===== src/rtl/wb_daq_multi_channel_pkg.sv =====
// rtl/wb_daq_multi_channel_pkg.sv - shared types and sizing helpers for the multi-channel DAQ front end
package wb_daq_multi_channel_pkg;

    typedef enum logic [1:0] {
        ST_IDLE    = 2'd0,
        ST_POP     = 2'd1,
        ST_PRESENT = 2'd2,
        ST_WAIT    = 2'd3
    } daq_state_e;

    function automatic int samples_per_word(input int word_w, input int sample_w);
        return word_w / sample_w;
    endfunction

    function automatic int chan_idx_width(input int num_ch);
        return (num_ch > 1) ? $clog2(num_ch) : 1;
    endfunction

    // Zero means "one word"; anything beyond the FIFO could never be reached.
    function automatic int clamp_threshold(input int thr, input int depth);
        if (thr < 1) return 1;
        if (thr > depth) return depth;
        return thr;
    endfunction

endpackage


===== src/rtl/fifo.sv =====
// rtl/fifo.sv - synchronous FIFO with registered read data and occupancy count
module fifo #(
    parameter int DW    = 32,
    parameter int DEPTH = 16
) (
    input  logic                     clk,
    input  logic                     rst,
    input  logic                     wr_en,
    input  logic [DW-1:0]            wr_data,
    input  logic                     rd_en,
    output logic [DW-1:0]            rd_data,
    output logic                     full,
    output logic                     empty,
    output logic [$clog2(DEPTH):0]   count
);
    localparam int AW = $clog2(DEPTH);
    localparam int CW = AW + 1;

    logic [DW-1:0] mem [DEPTH];
    logic [AW-1:0] wptr_q, wptr_d, rptr_q, rptr_d;
    logic [CW-1:0] count_q, count_d;
    logic [DW-1:0] rd_data_q, rd_data_d;
    logic          do_wr, do_rd;

    always_comb begin
        do_wr     = wr_en && (count_q != CW'(DEPTH));
        do_rd     = rd_en && (count_q != '0);
        wptr_d    = do_wr ? wptr_q + 1'b1 : wptr_q;
        rptr_d    = do_rd ? rptr_q + 1'b1 : rptr_q;
        rd_data_d = do_rd ? mem[rptr_q] : rd_data_q;
        count_d   = count_q + CW'(do_wr) - CW'(do_rd);
    end

    always_ff @(posedge clk) begin
        if (do_wr) mem[wptr_q] <= wr_data;
    end

    always_ff @(posedge clk or posedge rst) begin
        if (rst) begin
            wptr_q    <= '0;
            rptr_q    <= '0;
            count_q   <= '0;
            rd_data_q <= '0;
        end else begin
            wptr_q    <= wptr_d;
            rptr_q    <= rptr_d;
            count_q   <= count_d;
            rd_data_q <= rd_data_d;
        end
    end

    assign rd_data = rd_data_q;
    assign full    = (count_q == CW'(DEPTH));
    assign empty   = (count_q == '0);
    assign count   = count_q;

endmodule


===== src/rtl/wb_daq_pack_lane.sv =====
// rtl/wb_daq_pack_lane.sv - per-channel sample packer / sign-extender with push strobe and sticky overflow
module wb_daq_pack_lane
    import wb_daq_multi_channel_pkg::*;
#(
    parameter int ADC_DATA_WIDTH = 8,
    parameter int dw             = 32
) (
    input  logic                      clk,
    input  logic                      rst,
    input  logic                      capture,
    input  logic                      channel_enable,
    input  logic                      single_mode,
    input  logic [ADC_DATA_WIDTH-1:0] sample,
    input  logic                      clear_overflow,
    input  logic                      fifo_full,
    output logic                      push,
    output logic [dw-1:0]             push_data,
    output logic                      overflow
);
    localparam int SPW = samples_per_word(dw, ADC_DATA_WIDTH);
    localparam int PCW = (SPW > 1) ? $clog2(SPW) : 1;

    logic [PCW-1:0] cnt_q, cnt_d;
    logic [dw-1:0]  acc_q, acc_d;
    logic [dw-1:0]  word_q, word_d;
    logic           push_q, push_d;
    logic           mode_q, mode_d;
    logic           ovf_q, ovf_d;

    always_comb begin
        cnt_d  = cnt_q;
        acc_d  = acc_q;
        word_d = word_q;
        push_d = 1'b0;
        mode_d = single_mode;
        ovf_d  = ovf_q;
        // A disabled lane or a mode flip invalidates whatever is half-packed.
        if (!channel_enable || (single_mode != mode_q)) begin
            cnt_d = '0;
            acc_d = '0;
        end
        if (capture) begin
            if (single_mode) begin
                word_d = {{(dw-ADC_DATA_WIDTH){sample[ADC_DATA_WIDTH-1]}}, sample};
                push_d = 1'b1;
            end else begin
                acc_d[cnt_d*ADC_DATA_WIDTH +: ADC_DATA_WIDTH] = sample;
                if (cnt_d == PCW'(SPW-1)) begin
                    word_d = acc_d;
                    push_d = 1'b1;
                    cnt_d  = '0;
                    acc_d  = '0;
                end else begin
                    cnt_d = cnt_d + 1'b1;
                end
            end
        end
        if (clear_overflow) ovf_d = 1'b0;
        if (push_q && fifo_full) ovf_d = 1'b1;
    end

    always_ff @(posedge clk or posedge rst) begin
        if (rst) begin
            cnt_q  <= '0;
            acc_q  <= '0;
            word_q <= '0;
            push_q <= 1'b0;
            mode_q <= 1'b0;
            ovf_q  <= 1'b0;
        end else begin
            cnt_q  <= cnt_d;
            acc_q  <= acc_d;
            word_q <= word_d;
            push_q <= push_d;
            mode_q <= mode_d;
            ovf_q  <= ovf_d;
        end
    end

    assign push      = push_q;
    assign push_data = word_q;
    assign overflow  = ovf_q;

endmodule


===== src/rtl/wb_daq_multi_channel.sv =====
// rtl/wb_daq_multi_channel.sv - multi-channel ADC capture with round-robin burst drain to one SRAM write port
module wb_daq_multi_channel
    import wb_daq_multi_channel_pkg::*;
#(
    parameter int NUM_CHANNELS   = 4,
    parameter int ADC_DATA_WIDTH = 8,
    parameter int dw             = 32,
    parameter int FIFO_DEPTH     = 16
) (
    input  logic                                     wb_clk,
    input  logic                                     wb_rst,
    input  logic                                     master_enable,
    input  logic [NUM_CHANNELS-1:0]                  channel_enable,
    input  logic [NUM_CHANNELS-1:0]                  single_mode,
    input  logic [NUM_CHANNELS*ADC_DATA_WIDTH-1:0]   adc_data,
    input  logic [NUM_CHANNELS-1:0]                  adc_data_ready,
    input  logic [$clog2(FIFO_DEPTH):0]              fifo_number_samples_terminal,
    input  logic                                     data_done,
    output logic [dw-1:0]                            sram_data_out,
    output logic [chan_idx_width(NUM_CHANNELS)-1:0]  sram_channel,
    output logic                                     sram_start,
    output logic                                     burst_active,
    output logic [NUM_CHANNELS-1:0]                  fifo_empty,
    output logic [NUM_CHANNELS-1:0]                  overflow,
    input  logic [NUM_CHANNELS-1:0]                  clear_overflow
);
    localparam int CHW = chan_idx_width(NUM_CHANNELS);
    localparam int CW  = $clog2(FIFO_DEPTH) + 1;

    logic [NUM_CHANNELS-1:0] push, full, pop, eligible;
    logic [dw-1:0]           push_data [NUM_CHANNELS];
    logic [dw-1:0]           rd_data   [NUM_CHANNELS];
    logic [CW-1:0]           count     [NUM_CHANNELS];
    logic [CW-1:0]           thr;

    daq_state_e     state_q, state_d;
    logic [CHW-1:0] grant_q, grant_d, ptr_q, ptr_d, pick;
    logic [CW-1:0]  remaining_q, remaining_d;
    logic           burst_q, burst_d, start_q, start_d, found;
    logic [dw-1:0]  data_q, data_d;
    logic [CHW-1:0] chan_q, chan_d;
    int             cand;

    assign thr = CW'(clamp_threshold(int'(fifo_number_samples_terminal), FIFO_DEPTH));

    for (genvar i = 0; i < NUM_CHANNELS; i++) begin : g_ch
        wb_daq_pack_lane #(
            .ADC_DATA_WIDTH(ADC_DATA_WIDTH),
            .dw            (dw)
        ) u_lane (
            .clk           (wb_clk),
            .rst           (wb_rst),
            .capture       (master_enable & channel_enable[i] & adc_data_ready[i]),
            .channel_enable(channel_enable[i]),
            .single_mode   (single_mode[i]),
            .sample        (adc_data[i*ADC_DATA_WIDTH +: ADC_DATA_WIDTH]),
            .clear_overflow(clear_overflow[i]),
            .fifo_full     (full[i]),
            .push          (push[i]),
            .push_data     (push_data[i]),
            .overflow      (overflow[i])
        );

        fifo #(
            .DW   (dw),
            .DEPTH(FIFO_DEPTH)
        ) u_fifo (
            .clk    (wb_clk),
            .rst    (wb_rst),
            .wr_en  (push[i]),
            .wr_data(push_data[i]),
            .rd_en  (pop[i]),
            .rd_data(rd_data[i]),
            .full   (full[i]),
            .empty  (fifo_empty[i]),
            .count  (count[i])
        );

        assign pop[i]      = (state_q == ST_POP) && (grant_q == CHW'(i));
        assign eligible[i] = (count[i] >= thr);
    end

    always_comb begin
        state_d     = state_q;
        grant_d     = grant_q;
        ptr_d       = ptr_q;
        remaining_d = remaining_q;
        burst_d     = burst_q;
        start_d     = 1'b0;
        data_d      = data_q;
        chan_d      = chan_q;
        found       = 1'b0;
        pick        = '0;
        cand        = 0;
        // Search starts at the pointer so the last-served channel goes to the back.
        for (int k = 0; k < NUM_CHANNELS; k++) begin
            cand = int'(ptr_q) + k;
            if (cand >= NUM_CHANNELS) cand = cand - NUM_CHANNELS;
            if (!found && eligible[CHW'(cand)]) begin
                found = 1'b1;
                pick  = CHW'(cand);
            end
        end
        case (state_q)
            ST_IDLE: begin
                if (master_enable && found) begin
                    grant_d     = pick;
                    remaining_d = thr;
                    burst_d     = 1'b1;
                    state_d     = ST_POP;
                end
            end
            ST_POP: state_d = ST_PRESENT;
            ST_PRESENT: begin
                data_d  = rd_data[grant_q];
                chan_d  = grant_q;
                start_d = 1'b1;
                state_d = ST_WAIT;
            end
            ST_WAIT: begin
                if (data_done) begin
                    remaining_d = remaining_q - 1'b1;
                    if (remaining_q == CW'(1)) begin
                        ptr_d   = (grant_q == CHW'(NUM_CHANNELS-1)) ? '0 : grant_q + 1'b1;
                        burst_d = 1'b0;
                        state_d = ST_IDLE;
                    end else begin
                        state_d = ST_POP;
                    end
                end
            end
            default: state_d = ST_IDLE;
        endcase
    end

    always_ff @(posedge wb_clk or posedge wb_rst) begin
        if (wb_rst) begin
            state_q     <= ST_IDLE;
            grant_q     <= '0;
            ptr_q       <= '0;
            remaining_q <= '0;
            burst_q     <= 1'b0;
            start_q     <= 1'b0;
            data_q      <= '0;
            chan_q      <= '0;
        end else begin
            state_q     <= state_d;
            grant_q     <= grant_d;
            ptr_q       <= ptr_d;
            remaining_q <= remaining_d;
            burst_q     <= burst_d;
            start_q     <= start_d;
            data_q      <= data_d;
            chan_q      <= chan_d;
        end
    end

    assign sram_data_out = data_q;
    assign sram_channel  = chan_q;
    assign sram_start    = start_q;
    assign burst_active  = burst_q;

endmodule


===== config.mk =====
export PLATFORM = sky130hd
export DESIGN_NAME = wb_daq_multi_channel
export DESIGN_NICKNAME = d
export VERILOG_FILES = /design/src/rtl/wb_daq_multi_channel_pkg.sv /design/src/rtl/fifo.sv /design/src/rtl/wb_daq_pack_lane.sv /design/src/rtl/wb_daq_multi_channel.sv
export SDC_FILE = /design/constraint.sdc
export NUM_CORES = 2
export LEC_CHECK = 0
export CORE_AREA = 2 2 614 372
export DETAILED_ROUTE_END_ITERATION = 10
export DIE_AREA = 0 0 616 374
export GPL_TIMING_DRIVEN = 0
export REMOVE_ABC_BUFFERS = 1
export SLEW_MARGIN = 20
export SYNTH_ARGS = -nofsm -noshare
export SYNTH_HDL_FRONTEND = slang
export SYNTH_SLANG_ARGS = --single-unit

===== constraint.sdc =====
create_clock -name wb_clk -period 29 [get_ports wb_clk]
set_input_delay 4.35 -clock wb_clk [delete_from_list [all_inputs] [get_ports wb_clk]]
set_output_delay 4.35 -clock wb_clk [all_outputs]
set_load 0.005 [all_outputs]

-- Yosys cells after proc, flatten, opt, wreduce, memory -nomap -nowiden
Memories as Yosys holds them, arrays and structs flattened. A register that Yosys moved wholly into a read port is not among the register bits.
Cells that the tools add are included.
- magnitude comparators: 15
- shift-type cells: 8
- $add $sub $neg: 33
- mux-type cells: 119
- reduce and logical (&&, ||, !) cells: 59
- bitwise operators: 9
- eq/ne operators: 26
- operators with widths (cell ; count):
    $mux W32 ; 26
    $neg A5 Y34 ; 4
    $shift A8 B34 Y32 const A ; 4
    $shiftx A8 B34 Y32 ; 4
    $bwmux W32 ; 4
    $bmux W32 S2 ; 1
    $mux W2 ; 27
    $mux W1 ; 49
    $add A4 B1 Y4 const B ; 8
    $mux W5 ; 5
    $add A5 B1 Y5 ; 4
    $eq A5 B5 Y1 const B ; 4
    $ge A5 B5 Y1 ; 4
    $logic_and A1 B1 Y1 ; 20
    $logic_not A5 Y1 ; 4
    $ne A5 B5 Y1 const B ; 4
    $reduce_bool A5 Y1 ; 4
    $sub A5 B1 Y5 ; 4
    $reduce_bool A2 Y1 ; 9
    $eq A2 B2 Y1 const B ; 8
    $lt A2 B4 Y1 const B ; 4
    $ge A3 B3 Y1 const B ; 4
    $reduce_and A2 Y1 ; 6
    $add A2 B1 Y2 const B ; 5
    22 further kinds ; 53
- RAM bits: 2048
- flip-flop bits (word level): 375
- memories: 4
- input bits: 57
- word-level logic and storage cells: 317
- memory list (memory ; words ; bits a word ; read ports ; clocked after memory_dff ; write ports ; line ; RTL):
    g_ch[0].u_fifo.mem ; 16 ; 32 ; 1 ; 1 ; 1 ; fifo.sv:19 ; logic [DW-1:0] mem [DEPTH];
    g_ch[1].u_fifo.mem ; 16 ; 32 ; 1 ; 1 ; 1 ; fifo.sv:19 ;
    g_ch[2].u_fifo.mem ; 16 ; 32 ; 1 ; 1 ; 1 ; fifo.sv:19 ;
    g_ch[3].u_fifo.mem ; 16 ; 32 ; 1 ; 1 ; 1 ; fifo.sv:19 ;

-- Depth between registers and ports, before layout
- depth after elaboration: 22
- gate-level depth with buffers: 17

-- Cells and area by module
Synthesis repeated with hierarchy kept, for this count alone.
- cells, all modules: 5487
- area total of the unflattened synthesis: 100702.8 um^2
- modules (own cells, without submodules) (module ; cells an instance ; times used ; seq. area each (um^2) ; area an instance (um^2)):
    fifo (g_ch[2].u_fifo) ; 1024 ; 1 ; 16500.8 ; 21328.0
    fifo (g_ch[0].u_fifo) ; 961 ; 1 ; 16500.8 ; 21202.8
    fifo (g_ch[1].u_fifo) ; 946 ; 1 ; 16500.8 ; 21160.3
    fifo (g_ch[3].u_fifo) ; 945 ; 1 ; 16500.8 ; 21126.5
    wb_daq_pack_lane ; 333 ; 4 ; 1526.5 ; 3101.7
    wb_daq_multi_channel ; 279 ; 1 ; 1176.1 ; 3478.3

-- Least setup slack after synthesis
No wires, ideal clock.
- path kind: in2reg
- start point: input port single_mode[1]
- end point: register g_ch[1].u_lane.acc_q[10]
- slack: 22.116 ns
- library setup time: 0.069 ns
- stages on the path: 10
- arrival: 6.815 ns
- required time: 28.931 ns
- cell sequence: clkbuf_1 xnor2_1 and2_1 clkbuf_1 nand2_1 ha_1 nor2b_1 nand2_1 nor4b_1 a22o_1
- longest elaborated chain between the ends: 9
- elaborated cells between the ends (all ways): 12
- those cells by class: 1 x add/sub; 2 x eq/ne; 2 x shift; 6 x mux; 1 x reduce/logical
- RTL lines (item ; line ; RTL):
    from (decl) ; wb_daq_multi_channel.sv:14 ; input logic [NUM_CHANNELS-1:0] single_mode,
    $ne A1 B1 Y1 ; wb_daq_pack_lane.sv:38 ; if (!channel_enable || (single_mode != mode_q)) begin
    $logic_or A1 B1 Y1 ; wb_daq_pack_lane.sv:38 ;
    $mux W2 ; wb_daq_pack_lane.sv:38 ;
    $neg A5 Y34 ; wb_daq_pack_lane.sv:47 ; acc_d[cnt_d*ADC_DATA_WIDTH +: ADC_DATA_WIDTH] = sample;
    $shiftx A8 B34 Y32 / $shift A8 B34 Y32 (equally long branches) ; wb_daq_pack_lane.sv:47 ;
    $bwmux W32 ; wb_daq_pack_lane.sv:47 ;
    $mux W32 ; wb_daq_pack_lane.sv:48 ; if (cnt_d == PCW'(SPW-1)) begin
    $mux W32 ; wb_daq_pack_lane.sv:43 ; if (single_mode) begin
    $mux W32 (*) ; wb_daq_pack_lane.sv:42 ; if (capture) begin
    via g_ch[1].u_lane.acc_d[10] ; wb_daq_pack_lane.sv:24 ; logic [dw-1:0] acc_q, acc_d;
    to (signal assigned) ; wb_daq_pack_lane.sv:65 ; acc_q <= '0;
    to (signal assigned) ; wb_daq_pack_lane.sv:72 ; acc_q <= acc_d;
    to (decl) ; wb_daq_pack_lane.sv:24 ;
The timed path passes the listed nets; every way through them passes the cells marked *.
A chain may end at the register's enable or synchronous reset.

-- Worst setup path after layout
- start point: input port single_mode[2]
- end point: register g_ch[2].u_lane.word_q[18]
- longest elaborated chain between the ends: 8
- elaborated cells between the ends (all ways): 13
- those cells by class: 1 x add/sub; 2 x eq/ne; 2 x shift; 5 x mux; 3 x reduce/logical
- RTL lines (item ; line ; RTL):
    $ne A1 B1 Y1 ; wb_daq_pack_lane.sv:38 ;
    $logic_or A1 B1 Y1 ; wb_daq_pack_lane.sv:38 ;
    $mux W2 ; wb_daq_pack_lane.sv:38 ;
    $neg A5 Y34 ; wb_daq_pack_lane.sv:47 ;
    $shiftx A8 B34 Y32 / $shift A8 B34 Y32 (equally long branches) ; wb_daq_pack_lane.sv:47 ;
    $bwmux W32 ; wb_daq_pack_lane.sv:47 ;
    $mux W32 ; wb_daq_pack_lane.sv:48 ;
    $mux W32 ; wb_daq_pack_lane.sv:43 ;
    to (signal assigned) ; wb_daq_pack_lane.sv:73 ; word_q <= word_d;
    to (decl) ; wb_daq_pack_lane.sv:25 ; logic [dw-1:0] word_q, word_d;
Parallel ways exist; a longest one is shown, timed or not. The select of a mux whose other input is x is not followed.

==> summary.md <==
Yosys
- Seq/Total Area, Yosys: 0.737
- Cells after Synth: 4951
- Ys Warns: 0
- Yosys reg bits: 2551
- Avg Cell Area, Syn: 20.3 um^2
- number of flops mapped to enable cells by yosys: 2048
- mapped cell area: 101000 um^2
- post-synth cell types: 59
- async set or reset register ratio after synthesis: 0.197
- Main synth FF type: edfxtp_1

Pwr
- switching share of power: 0.290
- total power consumption of the routed design: 10.4 mW
- internal power of the cells: 7.40 mW
- standby leakage power: 39.0 nW
- ratio of total power to cell area: 90.2 nW/um^2
- switching power: 3.03 mW
- clock group share of total power: 0.295
- logic gate share of total power: 0.247
- Worst VDD drop: 0.0567 mV
- sequential group share of total power: 0.457

Drt
- DRC violation total after the first TritonRoute iteration: 5624
- wirelength, routed: 248000 um
- post-detailed-route DRC marker count: 0
- total via count in the routed design: 49.9k
- average detailed-routed wire length per instance: 29.5 um
- post-route antenna net violation count: 0
- first-pass iteration count of the detailed router: 5
- ratio of routed vias to standard cells: 5.95

Timing
- post-layout min period: 7.76 ns
- Worst Tran Pin Value: 0.992 ns
- setup repair after global routing missed its margin: false
- Fin Clk Skew: 0.0502 ns
- Final Max Slew Viols: 0
- Final Hold Viols: 0
- normalized max-slew margin: 0.338
- highest clock frequency the design can meet: 129 MHz
- setup total negative slack: 0 ns
- period utilisation layout: 0.268
- final number of setup-violating endpoints: 0

Critical path
- critical setup path kind: in -> reg
- data arrival time of the worst path: 8.53 ns
- required time worst endpoint: 29.77 ns
- crit-path max FO: 40
- endpoint class of the critical path: flop
- crit start category: input port

Floorplan
- initial standard-cell utilization of the core: 0.448
- y dimension of the die: 374 um
- FP Rows: 135
- total I/O pin count: 101
- overall die area: 230000 um^2
- area inside the core boundary: 224000 um^2
- die width: 616 um

Clocking
- number of sinks handled by clock tree synthesis: 2551
- cts-stage hold buffer count: 0
- Post-CTS Resized: 0
- clk_lat worst skew: 0.88 ns
- number of buffers created by CTS: 229
- maximum buffer depth of the clock tree: 4
- buffer type at the clock tree root: clkbuf_16
- clock-pin slew reported for the worst setup and hold paths after clock tree synthesis: 0.06 ns
- CTS tree: built
- number of H-tree levels: 4
- Setup Fix Bufs, Post-CTS: 0

GRT
- number of global-route vias before repair: 49.7k
- wire length of the first global-routing pass: 360000 um
- GRT Total Usage: 0.215
- pin count of the biggest net entering global routing: 92
- number of antenna violations at the first check in global routing: 18
- Congestion Overflow GR: 0

Cells and area
- most used cells in the layout excluding fill and tap cells: edfxtp_1 (2048), mux4_2 (672), dfrtp_1 (485)
- net count reported at finish: 5350
- ratio of cells with drive above 1 in the final layout: 0.284
- FILL cells: 17.4k
- leading cell type in the layout, fill and taps excluded: edfxtp_1
- non-filler instance count after layout: 8395
- Synth-to-Final Area Change: 15.1%

Placed design
- detailed-placement wirelength estimate: 161000 um
- number of placed instances with taps included: 7973
- count of input and output buffers: 100
- final RePlAce weighted congestion: 0.787

Worst hold path
- class of the most critical hold timing path: reg -> reg

Outcome
- result of the run: finished clean

Job
- max-capacitance violation count: 0

==> cells in the mapped netlist (all sizes together), types with 17 or more instances <==
| library cell | n | share of area |
|---|---|---|
| o21ai | 151 | 0.0075 |
| inv | 83 | 0.0031 |
| mux4 | 672 | 0.15 |
| edfxtp | 2048 | 0.61 |
| nor2 | 128 | 0.0048 |
| and2 | 21 | 0.0013 |
| mux2 | 169 | 0.019 |
| a32oi | 34 | 0.0030 |
| ha | 99 | 0.012 |
| buf | 115 | 0.0067 |
| nand2 | 226 | 0.0084 |
| nor3 | 19 | 0.00095 |
| o22ai | 44 | 0.0027 |
| clkbuf | 191 | 0.0074 |
| a21oi | 61 | 0.0030 |
| or2 | 17 | 0.0011 |
| a22o | 84 | 0.0073 |
| dfrtp | 503 | 0.13 |
| a221oi | 84 | 0.0073 |
| xnor2 | 40 | 0.0035 |
==> logic make-up after synthesis <==
kind of cell / count (synthesis) / synth area share
flip-flops: 2551 / 0.737
AO/OA/AOI/OAI: 532 / 0.0367
adder cells (fa/ha/maj): 103 / 0.0131
multiplexers: 842 / 0.170
AND/OR/NAND/NOR: 486 / 0.0226
buffers and inverters: 389 / 0.0172
XOR/XNOR: 48 / 0.00418
==> critical path: stages <==
cell,delay (ns)
buf_2,0.53
xnor2_1,0.24
and2_1,0.67
nand2_1,0.28
inv_1,0.17
ha_1,0.59
nor2_1,0.06
or2_2,0.59
inv_1,0.40
o21ai_2,0.23
buf_8,0.21
o21ai_0,0.18
==> path summary, 6_finish.rpt <==
| path | startpoint | end | slack [ns] | depth (start not counted) |
|---|---|---|---|---|
| min | g_ch[2].u_fifo.rd_data[4] | g_ch[2].u_fifo.rd_data[4] | 0.50 | 1 |
| max reg2reg | g_ch[2].u_lane.mode_q | g_ch[2].u_lane.push_data[18] | 24.90 | 11 |
| max in group asynchronous | wb_rst | g_ch[1].u_lane.push_data[27] | 23.30 | 5 |
| min reg2reg | g_ch[2].u_fifo.rd_data[4] | g_ch[2].u_fifo.rd_data[4] | 0.50 | 1 |
| min in group asynchronous | wb_rst | g_ch[2].u_lane.overflow | 3.89 | 2 |
| max | single_mode[2] | g_ch[2].u_lane.push_data[18] | 21.24 | 12 |
==> per-layer routing <==
layer,global-route usage,vias up,wire length (um)
met5,0,-,7
met2,0.323,1833,113000
met4,0.0411,2,4480
met1,0.330,27100,111000
met3,0.0427,292,19400
li1,-,20700,-
==> cell type report <==
class / instances / area (um^2) / share of cell area
repair buffers: 314 / 4750 / 0.0411
multi-input cells: 2011 / 25200 / 0.218
inverters: 83 / 319 / 0.00276
clock buffers: 324 / 6380 / 0.0552
clock inverters: 95 / 1130 / 0.00977
flip-flops and latches: 2551 / 74200 / 0.641
diodes: 3 / 7.51 / 0.0000649
well taps: 3014 / 3770 / 0.0326
==> through the flow <==
stage / hold slack [ns] / instance area, um^2 / setup slack, ns / utilization
2_1_floorplan: 0.442 / 99100 / 10.61 / -
3_3_place_gp: 0.484 / 104000 / 3.06 / 0.463
3_5_place_dp: 0.482 / 108000 / 20.42 / 0.482
4_1_cts: 0.505 / 116000 / 21.32 / 0.515
5_1_grt: 0.510 / 116000 / 20.93 / 0.515
6_report: 0.504 / 116000 / 21.24 / 0.515
==> sequential cells by signal, indices dropped and copies added, names as in the netlist, 5 cells and up <==
signal and flops:
sram_data_out 32, remaining_q 5, g_ch.u_lane.push_data 128, g_ch.u_fifo.wptr_q 16, g_ch.u_fifo.rptr_q 16, g_ch.u_fifo.mem 2048, g_ch.u_lane.acc_q 128, g_ch.u_lane.cnt_q 8
g_ch.u_fifo.count 20, g_ch.u_fifo.rd_data 128
==> power by group through the flow <==
stage	registers (mW)	logic, mW	clock network, mW
2_1_floorplan	4.86	1.66	0
3_3_place_gp	5.22	2.47	0
3_5_place_dp	4.86	2.60	0
4_1_cts	4.78	2.61	3.13
5_1_grt	4.82	2.76	3.28
6_report	4.77	2.58	3.08
Note: power is estimated with default switching activity, not from simulation.
